File: config.mk
export PLATFORM = sky130hd
export DESIGN_NAME = inta_sequencer
export DESIGN_NICKNAME = d
export VERILOG_FILES = /design/src/rtl/pic_pkg.sv /design/src/rtl/pic_priority_select.sv /design/src/rtl/inta_sequencer.sv
export SDC_FILE = /design/constraint.sdc
export NUM_CORES = 1
export LEC_CHECK = 0
export ABC_CLOCK_PERIOD_IN_PS = 1900
export CORE_MARGIN = 8
export CORE_UTILIZATION = 51
export DETAILED_ROUTE_END_ITERATION = 8
export GPL_TIMING_DRIVEN = 0
export PLACE_DENSITY = 0.79
export SETUP_SLACK_MARGIN = 0.5
export SYNTH_ARGS = -nofsm -noshare
export SYNTH_HDL_FRONTEND = slang
export SYNTH_SLANG_ARGS = --single-unit
export TNS_END_PERCENT = 30
File: constraint.sdc
create_clock -name clk -period 1.9 [get_ports clk]
set_input_delay 0.19 -clock clk [delete_from_list [all_inputs] [get_ports clk]]
set_output_delay 0.19 -clock clk [all_outputs]
set_load 0.1 [all_outputs]
File: src/rtl/pic_pkg.sv
// Shared types and constants for the interrupt controller sequencing logic.
package pic_pkg;

  typedef enum logic [1:0] {
    StIdle,
    StAck1,
    StAck2
  } seq_state_e;

  localparam int unsigned NumLevels     = 8;
  localparam logic [2:0]  SpuriousLevel = 3'd7;

  function automatic logic [7:0] level_onehot(input logic [2:0] level);
    level_onehot = 8'b1 << level;
  endfunction

endpackage

File: src/rtl/pic_priority_select.sv
// Rotating-priority arbiter: level priority_rotate+1 is highest, priority_rotate is lowest.
module pic_priority_select
  import pic_pkg::*;
(
  input  logic [7:0] irr,
  input  logic [2:0] priority_rotate,
  output logic [7:0] onehot,
  output logic [2:0] level,
  output logic       valid
);

  always_comb begin
    valid = 1'b0;
    level = 3'd0;
    for (int i = 0; i < NumLevels; i++) begin
      logic [2:0] idx;
      idx = 3'(priority_rotate + 3'(i + 1));
      if (!valid && irr[idx]) begin
        valid = 1'b1;
        level = idx;
      end
    end
    onehot = valid ? level_onehot(level) : 8'h00;
  end

endmodule

File: src/rtl/inta_sequencer.sv
// 8259-style INTA sequencer: two-pulse acknowledge, vector drive and EOI generation.
// Define INTA_SEQ_AUTO_EOI_EN to enable automatic EOI at the end of the acknowledge.
module inta_sequencer
  import pic_pkg::*;
(
  input  logic       clk,
  input  logic       rst_n,
  input  logic       inta_n,
  input  logic [7:0] irr_masked,
  input  logic [2:0] priority_rotate,
  input  logic [4:0] vector_base,
  input  logic       aeoi_mode,
  input  logic       eoi_cmd_valid,
  input  logic       eoi_specific,
  input  logic [2:0] eoi_level,
  input  logic [7:0] highest_level_in_service,
  output logic       int_out,
  output logic [7:0] interrupt,
  output logic       in_service_flag,
  output logic [7:0] eoi,
  output logic [7:0] data_out,
  output logic       data_out_en
);

  seq_state_e state_q;
  logic       sync1_q, sync2_q, hist_q;
  logic [2:0] level_q;
  logic       spurious_q;

  logic       inta_fall, inta_rise;
  logic [7:0] win_onehot;
  logic [2:0] win_level;
  logic       win_valid;
  logic [7:0] cmd_eoi, aeoi_eoi;

  pic_priority_select u_priority_select (
    .irr             (irr_masked),
    .priority_rotate (priority_rotate),
    .onehot          (win_onehot),
    .level           (win_level),
    .valid           (win_valid)
  );

  assign inta_fall = hist_q & ~sync2_q;
  assign inta_rise = ~hist_q & sync2_q;

  assign cmd_eoi = !eoi_cmd_valid ? 8'h00 :
                   eoi_specific   ? level_onehot(eoi_level) : highest_level_in_service;

`ifdef INTA_SEQ_AUTO_EOI_EN
  assign aeoi_eoi = (state_q == StAck2 && inta_rise && aeoi_mode && !spurious_q) ?
                    level_onehot(level_q) : 8'h00;
`else
  logic unused_aeoi;
  assign unused_aeoi = aeoi_mode ^ spurious_q;
  assign aeoi_eoi    = 8'h00;
`endif

  // Sync flops reset high so a fall is only seen after inta_n is observed high.
  always_ff @(posedge clk or negedge rst_n) begin
    if (!rst_n) begin
      state_q         <= StIdle;
      sync1_q         <= 1'b1;
      sync2_q         <= 1'b1;
      hist_q          <= 1'b1;
      level_q         <= 3'd0;
      spurious_q      <= 1'b0;
      int_out         <= 1'b0;
      interrupt       <= 8'h00;
      in_service_flag <= 1'b0;
      eoi             <= 8'h00;
      data_out        <= 8'h00;
      data_out_en     <= 1'b0;
    end else begin
      sync1_q         <= inta_n;
      sync2_q         <= sync1_q;
      hist_q          <= sync2_q;
      interrupt       <= 8'h00;
      in_service_flag <= 1'b0;
      eoi             <= cmd_eoi | aeoi_eoi;
      unique case (state_q)
        StIdle: begin
          int_out <= |irr_masked;
          if (inta_fall) begin
            level_q         <= win_valid ? win_level : SpuriousLevel;
            spurious_q      <= ~win_valid;
            interrupt       <= win_onehot;
            in_service_flag <= win_valid;
            int_out         <= 1'b0;
            state_q         <= StAck1;
          end
        end
        StAck1: begin
          int_out     <= 1'b0;
          data_out_en <= 1'b0;
          if (inta_fall) begin
            data_out    <= {vector_base, level_q};
            data_out_en <= 1'b1;
            state_q     <= StAck2;
          end
        end
        StAck2: begin
          int_out <= 1'b0;
          if (inta_rise) begin
            data_out    <= 8'h00;
            data_out_en <= 1'b0;
            state_q     <= StIdle;
          end
        end
        default: state_q <= StIdle;
      endcase
    end
  end

endmodule

Word level (Yosys, flattened, before mapping)
Cells that the tools add are included.
Widths: inputs -> output; s select.
{"block": "word_totals", "register_bits": 35, "in_bits": 33, "out_inout_bits": 27, "word_cells": 112}
{"block": "op_classes", "add_sub_neg": 7, "n_lt_le_gt_ge": 8, "eq_ne": 5, "shift": 2, "muxes": 52, "bitwise": 4, "reduce_logical": 23}
{"cell": "$mux 8", "n": 7}
{"cell": "$lt 3x4->1 const B", "n": 8}
{"cell": "$mux 3", "n": 9}
{"cell": "$bmux 1 s3", "n": 8}
{"cell": "$mux 1", "n": 21}
{"cell": "$pmux 8 s2", "n": 1}
{"cell": "$shl 1x3->8 const A", "n": 2}
{"cell": "$add 3x3->3 const B", "n": 4}
{"cell": "$reduce_or 8->1", "n": 1}
{"cell": "$logic_and 1x1->1", "n": 7}
{"cell": "$logic_not 1->1", "n": 7}
{"cell": "$add 3x2->3 const B", "n": 2}
{"cell": "$mux 2", "n": 3}
{"cell": "$ne 2x2->1 const B", "n": 3}
{"cell": "$pmux 2 s3", "n": 1}
{"cell": "$reduce_and 3->1", "n": 2}
{"cell": "$pmux 1 s2", "n": 2}
{"cell": "$reduce_and 2->1", "n": 2}
{"cell": "$reduce_bool 2->1", "n": 2}
{"cell": "$add 3x1->3 const B", "n": 1}
{"cell": "$and 1x1->1", "n": 2}
{"cell": "$eq 2x1->1 const B", "n": 1}
{"cell": "$eq 2x2->1 const B", "n": 1}
{"cell": "$logic_not 2->1", "n": 1}
{"cell": "2 further kinds", "n": 3}

Longest topological paths before layout
{"block": "depth", "word_depth": 29, "mapped_depth": 12}

Hierarchy
From an unflattened synthesis, not the netlist that was laid out.
{"block": "hier_totals", "hier_cells": 247, "hier_area_um2": 2646.3}
{"mod": "inta_sequencer", "instances": 1, "cells_per_inst": 123, "area_per_inst_um2": 1525.2}
{"mod": "pic_priority_select", "instances": 1, "cells_per_inst": 124, "area_per_inst_um2": 1121.1}

Worst setup path before layout
No wires, ideal clock.
{"block": "synth_timing", "path_type": "input -> register", "start": "input port priority_rotate[1]", "end": "register interrupt[0]", "setup_ps": 127, "t_arrival_ps": 2733, "required_time_ps": 1773, "setup_slack_ps": -960, "stages": 12, "path_cell_list": "buf_4 -> buf_4 -> inv_1 -> ha_1 -> buf_6 -> mux2_4 -> mux4_2 -> nor2_1 -> nor3_1 -> or3_1 -> a31o_4 -> nor3b_2"}
{"block": "synth_via", "elab_chain_len": 29}
{"item": "from (decl)", "line_no": "inta_sequencer.sv:10", "source": "input logic [2:0] priority_rotate,"}
{"item": "$add 3x1->3", "line_no": "pic_priority_select.sv:17", "source": "idx = 3'(priority_rotate + 3'(i + 1));"}
{"item": "$bmux 1 s3", "line_no": "pic_priority_select.sv:18", "source": "if (!valid && irr[idx]) begin"}
{"item": "$mux 1 (implied by the code)", "line_no": "pic_priority_select.sv:18"}
{"item": "$mux 1", "line_no": "pic_priority_select.sv:18"}
{"item": "$logic_not 1->1", "line_no": "pic_priority_select.sv:18"}
{"item": "$logic_and 1x1->1", "line_no": "pic_priority_select.sv:18"}
{"item": "$mux 1", "line_no": "pic_priority_select.sv:18"}
{"item": "$logic_not 1->1", "line_no": "pic_priority_select.sv:18"}
{"item": "(+13 left out)"}
{"item": "$mux 1", "line_no": "pic_priority_select.sv:18"}
{"item": "$logic_not 1->1", "line_no": "pic_priority_select.sv:18"}
{"item": "$logic_and 1x1->1", "line_no": "pic_priority_select.sv:18"}
{"item": "$mux 3", "line_no": "pic_priority_select.sv:18"}
{"item": "$shl 1x3->8", "line_no": "pic_pkg.sv:14", "source": "level_onehot = 8'b1 << level;"}
{"item": "$mux 8 (*)", "line_no": "pic_priority_select.sv:23", "source": "onehot = valid ? level_onehot(level) : 8'h00;"}
{"item": "$mux 8 (*)", "line_no": "inta_sequencer.sv:84", "source": "if (inta_fall) begin"}
{"item": "$mux 8 (*)", "line_no": "inta_sequencer.sv:81", "source": "unique case (state_q)"}
{"item": "to (signal assigned)", "line_no": "inta_sequencer.sv:87", "source": "interrupt <= win_onehot;"}
{"item": "to (decl)", "line_no": "inta_sequencer.sv:18", "source": "output logic [7:0] interrupt,"}
Every way passes the cells marked *; elsewhere a longest branch is shown, timed or not. The select of a mux whose other input is x is not followed.
A chain may end at the register's enable or synchronous reset.

Worst setup path after layout
{"block": "layout_timing", "start": "input port priority_rotate[1]", "end": "register interrupt[6]"}
The elaborated chain is that of the path after synthesis.

==> key figures <==
Worst setup path
  • R2r worst-path depth: 7
  • Worst-path maximum fanout: 6
  • Critical path required time: 2.06 ns
  • CP Launch Type: input port
  • WS Path Type: in2reg
  • Worst r2r src: state_q[1]
  • Reg2Reg Capture Point: interrupt[2]
  • FF-to-FF setup slack: 0.14 ns
  • Crit path DAT: 2.74 ns
  • Critical Path End Type: register

Logic synthesis
  • Synth unique cells: 69
  • Ys flop type: dfrtp_1
  • Synth top area share: 30.7%
  • Average size of a mapped cell: 10.2 µm²
  • Simple-gate share of the synthesized area: 22.5%
  • Largest area contributor in the netlist: dfrtp_1
  • Compound-cell area share of the yosys netlist: 19.3%
  • Dominant combinational cell family by area after synthesis: simple AND/OR/NAND/NOR gates
  • Ys Warns: 0
  • Seq/Total Area, Yosys: 33.7%
  • Mux share of post-synthesis cell area: 16.6%
  • Post-synthesis cell area: 2610 µm²
  • Syn Inst Count: 256
  • Area contributors post-synth: dfrtp_1, mux4_2, mux2i_1
  • Asr flop ratio synth: 100%
  • Syn_nets: 295
  • #FFs+latches synth: 35
  • Number of synthesized flops with an enable pin: 0
  • Post-Synth XOR/XNOR Area: 1.34%
  • Post-Synth Adder-Cell Area: 2.88%

STA
  • RSZ-0062 raised after global routing: true
  • Total Neg Setup Slack: -7.33 ns
  • Slew Viols, Final: 0
  • Fmax: 0.387 GHz
  • Period utilization: 136%
  • Worst Tran Pin Value: 0.743 ns
  • Slew headroom: 50.5%
  • Endpoints failing setup: 13
  • Count of final hold-check violations: 0
  • Min Clock Period, post-route: 2.58 ns
  • Final WS setup: -0.682 ns
  • Worst hold slack: 0.323 ns
  • Clock Skew: 0.00731 ns

Route
  • WL final: 7.64 mm
  • Vias per Instance: 5.89
  • DRC violations left: 0
  • DR pass1 iterations: 4
  • DRT iter0 DRCs: 72
  • Final ANT Viol Nets: 0
  • Total number of vias: 2446
  • WL/cell: 18.4 µm

CTS
  • # clock sinks: 35
  • Clk buf depth: 2
  • H-tree levels: 2
  • Inserted Clock Buffers: 5
  • Clock transition at the registers of the reported paths: 0.07 ns
  • CTS root buf: clkbuf_8
  • CTS tree: built
  • Skew-Pair Late Insertion Delay: 0.28 ns

Min path
  • Hold WC Path Type: in2reg
  • Hold_sp: inta_n
  • Worst hold stages: 1
  • Worst Hold End: sync1_q

Outcome
  • Status: finished with violations
  • Failing checks: setup timing

Floorplanning
  • Std-Cell Rows: 26
  • I/O pin count: 60
  • Core ar.: 5010 µm²
  • Die ar.: 7650 µm²
  • Width of the die: 87.5 µm
  • Starting Density: 52.0%
  • Die H: 87.5 µm

Global routing
  • Vias in the first global route: 2473
  • Initial antenna violation count: 0
  • Global-route wire length before repair: 11.9 mm
  • Pin count of the biggest net entering global routing: 36
  • Gr ovfl total: 0
  • Aggregate global-route resource usage: 19.7%

Finish
  • Share of cells above drive strength 1: 45.2%
  • Diodes inserted: 0
  • Commonest non-fill, non-tap cell in the layout: dfrtp_1
  • Area Growth Syn to Fin: 47.4%
  • Commonest non-fill, non-tap cells in the layout: dfrtp_1, buf_4, clkdlybuf4s50_1
  • Net count, final: 384

Placed design
  • Post-DP HPWL: 5.04 mm
  • I/O Buffers: 58
  • Gp weighted congestion: 0.834

Pwr
  • Pwr Density: 1040 nW/µm²
  • Maximum vdd drop: 0.000857 V
  • Leakage power: 1.61 nW

Flow run
  • Max-cap check violation count: 0
worst max-delay path, stage by stage:
cell	delay (ns)
buf_6	0.08
buf_6	0.09
buf_8	0.10
inv_6	0.03
ha_4	0.29
buf_8	0.13
mux2_4	0.30
mux4_2	0.54
nor2_1	0.11
nor3_1	0.06
or3_4	0.40
a31o_4	0.26
nor3b_2	0.15
where the power goes:
part / internal [mW] / switching (mW) / total [mW]
clock: 0.284 / 0.243 / 0.527
combinational: 0.778 / 1.63 / 2.41
sequential: 0.923 / 0.139 / 1.06
total: 1.99 / 2.01 / 3.99
synth_stat cells (3+ instances only):
| cell | n |
|---|---|
| nand2_1 | 19 |
| o22a_1 | 3 |
| nand2b_1 | 12 |
| a21oi_1 | 9 |
| o21ai_0 | 11 |
| o21bai_1 | 3 |
| nor2b_1 | 8 |
| nor3_1 | 6 |
| nand3b_1 | 3 |
| nand3_1 | 4 |
| a21boi_0 | 3 |
| ha_1 | 6 |
| dfstp_2 | 3 |
| nor3b_1 | 4 |
| nor2_1 | 19 |
| mux2_2 | 4 |
| mux4_2 | 9 |
| clkbuf_1 | 3 |
| and2_1 | 3 |
| mux2i_1 | 12 |
| inv_1 | 8 |
| buf_2 | 3 |
| a211oi_1 | 4 |
| a22oi_1 | 6 |
| dfrtp_1 | 32 |
layout make-up:
class                           instances  area [µm²]
Buffer                                 10        96.3
Clock buffer                            6        82.6
Clock inverter                          1        5.00
Fill cell                             379        1170
Inverter                                9        42.5
Multi-Input combinational cell        203        1900
Sequential cell                        35         882
Tap cell                               70        87.6
Timing Repair Buffer                   81         742
registers in the layout, summed over array words and instances (netlist names):
| signal | cells |
|---|---|
| hist_q | 1 |
| eoi | 8 |
| data_out | 8 |
| state_q | 2 |
| int_out | 1 |
| sync2_q | 1 |
| in_service_flag | 1 |
| interrupt | 8 |
| data_out_en | 1 |
| level_q | 3 |
| sync1_q | 1 |
what timing repair did:
item / 4_1_cts / 5_1_grt
endpoints found under the hold margin: 21 / 0
setup buffers: 17 / 5
endpoints found under the setup margin: 51 / 38
gates cloned: 1 / 0
gates resized for setup: 151 / 56
pin swaps: 23 / 15
hold buffers: 1 / 0
per-stage QoR:
stage	setup slack (ns)	cell area (µm²)	utilization, %	cells	total power [mW]
global placement	-1.60	3300	65.8	384	3.12
detailed placement	-1.64	3290	65.7	384	3.15
finish	-0.682	3840	76.7	415	3.99
CTS	-0.640	3740	74.6	410	3.85
floorplan	-0.834	2630	-	256	2.63
global route	-0.708	3840	76.7	415	4.19
kinds of logic (layout without fill, tap and decap cells):
family                     Yosys count  after routing
and+or+nand+nor                     97             97
AOI/OAI and AO/OA                   66             67
DFF                                 35             35
muxes                               29             29
buffers and inverters               19            107
adders and majority gates            6              6
xor gates and xnor gates             4              4
worst max path at each step:
stage | from | endpoint | slack, ns
floorplan | priority_rotate[0] | interrupt[6] | -0.83
global placement | priority_rotate[0] | interrupt[2] | -1.60
detailed placement | priority_rotate[0] | interrupt[2] | -1.64
CTS | priority_rotate[0] | interrupt[0] | -0.64
global route | priority_rotate[1] | interrupt[6] | -0.71
finish | priority_rotate[1] | interrupt[6] | -0.68
per-layer routing:
metal | up-vias | global-route usage, % | share of wire (%)
met3 | 25 | 3.87 | 5.1
li1 | 1123 | - | -
met5 | - | 0 | 0
met4 | 0 | 9.53 | 3.7
met1 | 1191 | 21.3 | 39
met2 | 107 | 35.7 | 52
No activity file was read; power rests on OpenSTA's default activity.
